File: config.mk
export PLATFORM = sky130hd
export DESIGN_NAME = elevator_request_latch_flat
export DESIGN_NICKNAME = d
export VERILOG_FILES = /design/src/rtl/elevator_request_latch_pkg.sv /design/src/rtl/elevator_request_latch_if.sv /design/src/rtl/elevator_request_latch_sync.sv /design/src/rtl/elevator_request_latch.sv /design/src/flat_wrapper.sv
export SDC_FILE = /design/constraint.sdc
export NUM_CORES = 1
export LEC_CHECK = 0
export BUFFER_PORTS_ARGS = -buffer_cell sky130_fd_sc_hd__buf_2
export CORE_MARGIN = 2
export CORE_UTILIZATION = 53
export DETAILED_ROUTE_END_ITERATION = 8
export GPL_TIMING_DRIVEN = 0
export HOLD_SLACK_MARGIN = 0.05
export PLACE_DENSITY_LB_ADDON = 0.2
export SLEW_MARGIN = 20
export SYNTH_ARGS = -nofsm -noshare
export SYNTH_HDL_FRONTEND = slang
export SYNTH_SLANG_ARGS = --single-unit
export TNS_END_PERCENT = 5
File: constraint.sdc
create_clock -name clk -period 2.18 [get_ports clk]
set_clock_uncertainty 0.05 [all_clocks]
set_input_delay 0.436 -clock clk [delete_from_list [all_inputs] [get_ports clk]]
set_output_delay 0.436 -clock clk [all_outputs]
set_load 0.01 [all_outputs]
File: src/rtl/elevator_request_latch_pkg.sv
// elevator_pkg: motor action codes, direction type and default sizing shared with the controller
package elevator_pkg;
  localparam logic [1:0] AC_STOP = 2'b00;
  localparam logic [1:0] AC_UP   = 2'b01;
  localparam logic [1:0] AC_DOWN = 2'b10;
  localparam int DEF_NUM_FLOORS = 3;
  localparam int DEF_FLOOR_W    = 2;
  typedef enum logic [1:0] {DIR_IDLE, DIR_UP, DIR_DOWN} dir_t;
endpackage

File: src/rtl/elevator_request_latch_if.sv
// elevator_request_latch_if: button/sensor inputs and latched request outputs of the front-end
interface elevator_request_latch_if #(
  parameter int NUM_FLOORS = elevator_pkg::DEF_NUM_FLOORS,
  parameter int FLOOR_W    = elevator_pkg::DEF_FLOOR_W
);
  logic [NUM_FLOORS-1:0] s, f, u, d;
  logic [1:0]            ac;
  logic                  door_open;
  logic [NUM_FLOORS-1:0] cab_req, up_req, dn_req;
  logic [FLOOR_W-1:0]    cur_floor;
  logic                  req_above, req_below, req_here, sensor_err;
  modport master (
    output s, f, u, d, ac, door_open,
    input  cab_req, up_req, dn_req, cur_floor, req_above, req_below, req_here, sensor_err
  );
  modport slave (
    input  s, f, u, d, ac, door_open,
    output cab_req, up_req, dn_req, cur_floor, req_above, req_below, req_here, sensor_err
  );
endinterface

File: src/rtl/elevator_request_latch_sync.sv
// sync_edge_detect: multi-flop synchroniser followed by a registered one-cycle rising-edge pulse
module sync_edge_detect #(
  parameter int WIDTH  = 1,
  parameter int STAGES = 2
) (
  input  logic             clk,
  input  logic             rst,
  input  logic [WIDTH-1:0] i_d,
  output logic [WIDTH-1:0] o_edge
);
  logic [STAGES-1:0][WIDTH-1:0] r_sync;
  logic [WIDTH-1:0]             r_prev, r_edge;
  always_ff @(posedge clk or posedge rst) begin
    if (rst) begin
      r_sync <= '0;
      r_prev <= '0;
      r_edge <= '0;
    end else begin
      r_sync <= {r_sync[STAGES-2:0], i_d};
      r_prev <= r_sync[STAGES-1];
      r_edge <= r_sync[STAGES-1] & ~r_prev;
    end
  end
  assign o_edge = r_edge;
endmodule

File: src/rtl/elevator_request_latch.sv
// elevator_request_latch: latches button presses, tracks the current floor, clears served requests
module elevator_request_latch #(
  parameter int NUM_FLOORS  = elevator_pkg::DEF_NUM_FLOORS,
  parameter int FLOOR_W     = elevator_pkg::DEF_FLOOR_W,
  parameter int SYNC_STAGES = 2
) (
  input logic clk,
  input logic rst,
  elevator_request_latch_if.slave bus
);
  import elevator_pkg::*;
  localparam int TOP = NUM_FLOORS - 1;
  localparam logic [NUM_FLOORS-1:0] UP_MASK = {1'b0, {TOP{1'b1}}};
  localparam logic [NUM_FLOORS-1:0] DN_MASK = {{TOP{1'b1}}, 1'b0};
  logic [NUM_FLOORS-1:0] w_s, w_f, w_u, w_d, w_oh, w_any;
  logic [NUM_FLOORS-1:0] w_clr_cab, w_clr_up, w_clr_dn;
  logic [NUM_FLOORS-1:0] r_cab, r_up, r_dn;
  logic [FLOOR_W-1:0]    r_cur, w_idx;
  logic                  r_err, w_multi, w_above, w_below;
  dir_t                  r_dir, w_dir_nxt;
  sync_edge_detect #(.WIDTH(NUM_FLOORS), .STAGES(SYNC_STAGES)) u_sync_s (.clk(clk), .rst(rst), .i_d(bus.s), .o_edge(w_s));
  sync_edge_detect #(.WIDTH(NUM_FLOORS), .STAGES(SYNC_STAGES)) u_sync_f (.clk(clk), .rst(rst), .i_d(bus.f), .o_edge(w_f));
  sync_edge_detect #(.WIDTH(NUM_FLOORS), .STAGES(SYNC_STAGES)) u_sync_u (.clk(clk), .rst(rst), .i_d(bus.u), .o_edge(w_u));
  sync_edge_detect #(.WIDTH(NUM_FLOORS), .STAGES(SYNC_STAGES)) u_sync_d (.clk(clk), .rst(rst), .i_d(bus.d), .o_edge(w_d));
  assign w_oh    = NUM_FLOORS'(1) << r_cur;
  assign w_any   = r_cab | r_up | r_dn;
  assign w_multi = |(w_s & (w_s - NUM_FLOORS'(1)));
  // End floors serve the only possible hall direction regardless of travel direction
  assign w_clr_cab = bus.door_open ? w_oh : '0;
  assign w_clr_up  = (bus.door_open && (r_dir != DIR_DOWN || r_cur == '0)) ? w_oh : '0;
  assign w_clr_dn  = (bus.door_open && (r_dir != DIR_UP || int'(r_cur) == TOP)) ? w_oh : '0;
  assign w_dir_nxt = (bus.ac == AC_UP) ? DIR_UP : (bus.ac == AC_DOWN) ? DIR_DOWN : (|w_any) ? r_dir : DIR_IDLE;
  always_comb begin
    w_idx   = '0;
    w_above = 1'b0;
    w_below = 1'b0;
    for (int i = 0; i < NUM_FLOORS; i++) begin
      if (w_s[i]) w_idx = FLOOR_W'(i);
      w_above = w_above | (w_any[i] & (i > int'(r_cur)));
      w_below = w_below | (w_any[i] & (i < int'(r_cur)));
    end
  end
  always_ff @(posedge clk or posedge rst) begin
    if (rst) begin
      r_cab <= '0;
      r_up  <= '0;
      r_dn  <= '0;
      r_cur <= '0;
      r_err <= 1'b0;
      r_dir <= DIR_IDLE;
    end else begin
      r_cab <= (r_cab | w_f) & ~w_clr_cab;
      r_up  <= (r_up | (w_u & UP_MASK)) & ~w_clr_up;
      r_dn  <= (r_dn | (w_d & DN_MASK)) & ~w_clr_dn;
      r_dir <= w_dir_nxt;
      if (w_multi) r_err <= 1'b1;
      else if (|w_s) r_cur <= w_idx;
    end
  end
  assign bus.cab_req    = r_cab;
  assign bus.up_req     = r_up;
  assign bus.dn_req     = r_dn;
  assign bus.cur_floor  = r_cur;
  assign bus.sensor_err = r_err;
  assign bus.req_here   = |(w_any & w_oh);
  assign bus.req_above  = w_above;
  assign bus.req_below  = w_below;
endmodule

File: src/flat_wrapper.sv
// flat-port wrapper written by rule: the top's interface ports become plain ports
module elevator_request_latch_flat import elevator_pkg::*;
#(
  parameter int NUM_FLOORS  = elevator_pkg::DEF_NUM_FLOORS,
  parameter int FLOOR_W     = elevator_pkg::DEF_FLOOR_W,
  parameter int SYNC_STAGES = 2
)
  (clk, rst, bus_s, bus_f, bus_u, bus_d, bus_ac, bus_door_open, bus_cab_req, bus_up_req, bus_dn_req, bus_cur_floor, bus_req_above, bus_req_below, bus_req_here, bus_sensor_err);
  elevator_request_latch_if #(.NUM_FLOORS(NUM_FLOORS), .FLOOR_W(FLOOR_W)) bus_i ();
  input logic clk;
  input logic rst;
  input wire logic [$bits(bus_i.s)-1:0] bus_s;
  input wire logic [$bits(bus_i.f)-1:0] bus_f;
  input wire logic [$bits(bus_i.u)-1:0] bus_u;
  input wire logic [$bits(bus_i.d)-1:0] bus_d;
  input wire logic [$bits(bus_i.ac)-1:0] bus_ac;
  input wire logic [$bits(bus_i.door_open)-1:0] bus_door_open;
  output wire logic [$bits(bus_i.cab_req)-1:0] bus_cab_req;
  output wire logic [$bits(bus_i.up_req)-1:0] bus_up_req;
  output wire logic [$bits(bus_i.dn_req)-1:0] bus_dn_req;
  output wire logic [$bits(bus_i.cur_floor)-1:0] bus_cur_floor;
  output wire logic [$bits(bus_i.req_above)-1:0] bus_req_above;
  output wire logic [$bits(bus_i.req_below)-1:0] bus_req_below;
  output wire logic [$bits(bus_i.req_here)-1:0] bus_req_here;
  output wire logic [$bits(bus_i.sensor_err)-1:0] bus_sensor_err;
  assign bus_i.s = bus_s;
  assign bus_i.f = bus_f;
  assign bus_i.u = bus_u;
  assign bus_i.d = bus_d;
  assign bus_i.ac = bus_ac;
  assign bus_i.door_open = bus_door_open;
  assign bus_cab_req = bus_i.cab_req;
  assign bus_up_req = bus_i.up_req;
  assign bus_dn_req = bus_i.dn_req;
  assign bus_cur_floor = bus_i.cur_floor;
  assign bus_req_above = bus_i.req_above;
  assign bus_req_below = bus_i.req_below;
  assign bus_req_here = bus_i.req_here;
  assign bus_sensor_err = bus_i.sensor_err;
  elevator_request_latch #(.NUM_FLOORS(NUM_FLOORS), .FLOOR_W(FLOOR_W), .SYNC_STAGES(SYNC_STAGES)) u_core (.clk(clk), .rst(rst), .bus(bus_i));
endmodule
==> reports/metrics.yaml <==
cts:
  tritoncts: "yes"
  cts_setup_buffers: 0
  cts_resized: 0
  cts.sinks: 54
  cts_made_buffers: 5
  h-tree-depth: 2
  clock_latency_ns: 0.35
  ctsRootBufferMaster: "clkbuf_4"
  clk_pin_slew_ns: 0.13
  hold_buffers: 0
  cts_buffer_depth: 2
yosys:
  yosys_warnings: 0
  synth.largest_area_cell: "dfrtp_1"
  syn-cell-area_um2: 1720
  synthDistinctLibCells: 24
  synth_seq_area_share_pct: 78.6
  synth_xor_area_share_pct: 0
  synthSimpleGateAreaFrac_pct: 11.1
  synth_top_family_by_area: "simple AND/OR/NAND/NOR gates"
  synth_top_area_share_pct: 78.6
  synth.area.top_cells: "dfrtp_1, nor2b_1, o21a_1"
  syn_inst: 110
  syn_nets: 127
  syn_area_per_cell_um2: 15.6
  ys_ff_latch: 54
  synthAdderAreaFrac_pct: 0
  synth_compound_area_share_pct: 8.81
  synthMuxAreaShare_pct: 0.873
placement:
  placed_cell_area_um2: 1950
  place_ws_ns: 0.569
  gp_congestion: 0.788
  port_buffers: 29
  place.detailed.hpwl_mm: 1.74
  dp_cells: 184
global_route:
  gr-usage-all-layers_pct: 15.6
  grt_pass1_vias: 996
  overflow: 0
  grt_first_pass_wirelength_mm: 3.99
  grt_max_degree: 29
  antenna_found_initial: 0
power:
  leakagePower_nw: 0.939
  power_per_cell_area_nw_per_um2: 937
  power_mw: 1.89
  peakVddDrop_mv: 0.668
worst_setup_path:
  crit_type: "reg2out"
  critPathTopFamily: "flip-flops"
  crit_buf_inv: 2
  path_cells: "inv_2, mux2_4, o22ai_2, buf_2"
  cp.arrival_ns: 1.52
  required_ns: 1.69
  crit_fanout: 7
  end_kind: "output port"
  max_stage_delay_ns: 0.48
  crit_slowest_cell: "dfrtp_1"
  critPathLaunchType: "register"
sta:
  post-route-period-util_pct: 92.1
  finalWorstSetupSlack_ns: 0.172
  timing.final.crit_period_ns: 2.01
  holdWs_ns: 0.0808
  hold_viol: 0
  fmax_ghz: 0.498
  slew_headroom_pct: 60.3
  setup_viol: 0
  max_slew.worst_pin.slew_ns: 0.595
  finalSetupTns_ns: 0
  drv_slew: 0
  rsz0062_at_grt: "false"
floorplan:
  initial_utilization_pct: 55.9
  core_area_um2: 3080
  fp.dieH_um: 61.0
  num_rows: 20
  die_area_um2: 3720
  die_w_um: 61.0
  ios: 32
routing:
  ant_nets: 0
  wirelength_mm: 2.42
  remaining_drc_errors: 0
  first_iter_violations: 23
  dr.pass1.iters: 2
  dr_total_vias: 965
  wl_per_cell_um: 12.6
  vias_per_cell: 5.03
cells_and_area:
  register_area_um2: 1350
  final_nets: 164
  final_cell_mix: "dfrtp_1, buf_2, nor2b_1, nor2_1"
  fill_cells: 257
  stdcell_area_um2: 2020
  syn2layout_area_growth_pct: 17.6
  fin_util_pct: 65.7
  final_common_cell: "dfrtp_1"
  fin_cells: 192
  drive_gt1_share_pct: 29.7
  diodes: 0
  multi_input_area_um2: 357
status:
  status: "complete, no violations"
hold_path:
  hold_class: "in2async"
job:
  drv_cap: 0
-- cell usage after synthesis --
master    number
a41oi_1        1
nand2b_1       2
mux2_4         1
o21a_1         5
o21ai_1        1
o32ai_1        2
a31o_1         1
a21bo_1        1
inv_1          2
a21o_1         1
nor2_1         9
nor3_4         1
nand2_1        1
nor2b_1       13
a21boi_1       1
o22ai_2        1
a21oi_1        4
o21bai_1       1
nor3_2         2
o22a_1         1
and3_2         1
dfrtp_1       54
inv_2          1
nand3_1        3
-- registers in the layout (all words and copies together) (netlist names) --
| register | cells |
|---|---|
| u_core.u_sync_f.r_sync | 6 |
| u_core.u_sync_s.r_sync | 6 |
| u_core.u_sync_d.r_sync | 4 |
| u_core.u_sync_u.r_sync | 4 |
| u_core.bus.cab_req | 3 |
| u_core.bus.dn_req | 3 |
| u_core.bus.up_req | 3 |
| u_core.u_sync_f.o_edge | 3 |
| u_core.u_sync_f.r_prev | 3 |
| u_core.u_sync_s.o_edge | 3 |
| u_core.u_sync_s.r_prev | 3 |
| u_core.bus.cur_floor | 2 |
| u_core.r_dir | 2 |
| u_core.u_sync_d.o_edge | 2 |
| u_core.u_sync_d.r_prev | 2 |
| u_core.u_sync_u.o_edge | 2 |
| u_core.u_sync_u.r_prev | 2 |
| u_core.bus.sensor_err | 1 |
-- layer usage --
| layer | vias up | GRT usage, % | part of all wire, % |
|---|---|---|---|
| li1 | 444 | - | - |
| met1 | 487 | 16.9 | 43 |
| met2 | 28 | 26.0 | 50 |
| met3 | 6 | 6.61 | 5.4 |
| met4 | 0 | 8.70 | 2.1 |
| met5 | - | 0 | 0 |
-- final timing paths --
check / slack [ns] / end / start / cells after the start
max in group asynchronous: 1.48 / u_core.bus.dn_req[1]$_DFF_PP0_ / rst / 3
worst max-delay path: 0.17 / bus_req_here / u_core.bus.cur_floor[0]$_DFFE_PP0P_ / 4
worst min-delay path: 0.08 / u_core.u_sync_f.r_prev[2]$_DFF_PP0_ / rst / 2
min in group clk: 0.13 / u_core.u_sync_d.r_sync[2]$_DFF_PP0_ / bus_d[2] / 1
worst min register to register: 0.31 / u_core.u_sync_f.r_sync[5]$_DFF_PP0_ / u_core.u_sync_f.r_sync[2]$_DFF_PP0_ / 0
worst max register to register: 0.92 / u_core.r_dir[0]$_DFFE_PP0P_ / u_core.bus.up_req[0]$_DFF_PP0_ / 3
-- final cells by class --
| type | count | share of cell area, % |
|---|---|---|
| Clock buffer | 7 | 2.23 |
| Clock inverter | 1 | 1.49 |
| Inverter | 3 | 0.557 |
| Multi-Input combinational cell | 53 | 17.6 |
| Sequential cell | 54 | 66.8 |
| Tap cell | 44 | 2.72 |
| Timing Repair Buffer | 30 | 8.54 |
-- power breakdown --
part	internal (mW)	switching [mW]	total, mW
Sequential	1.08	0.0644	1.14
Combinational	0.112	0.123	0.235
Clock	0.244	0.271	0.515
-- cell families after synthesis --
family,after synthesis
AND/OR/NAND/NOR,32
multiplexers,1
AO/OA/AOI/OAI,20
flip-flops,54
buffers and inverters,3
No activity file was read; power rests on OpenSTA's default activity.
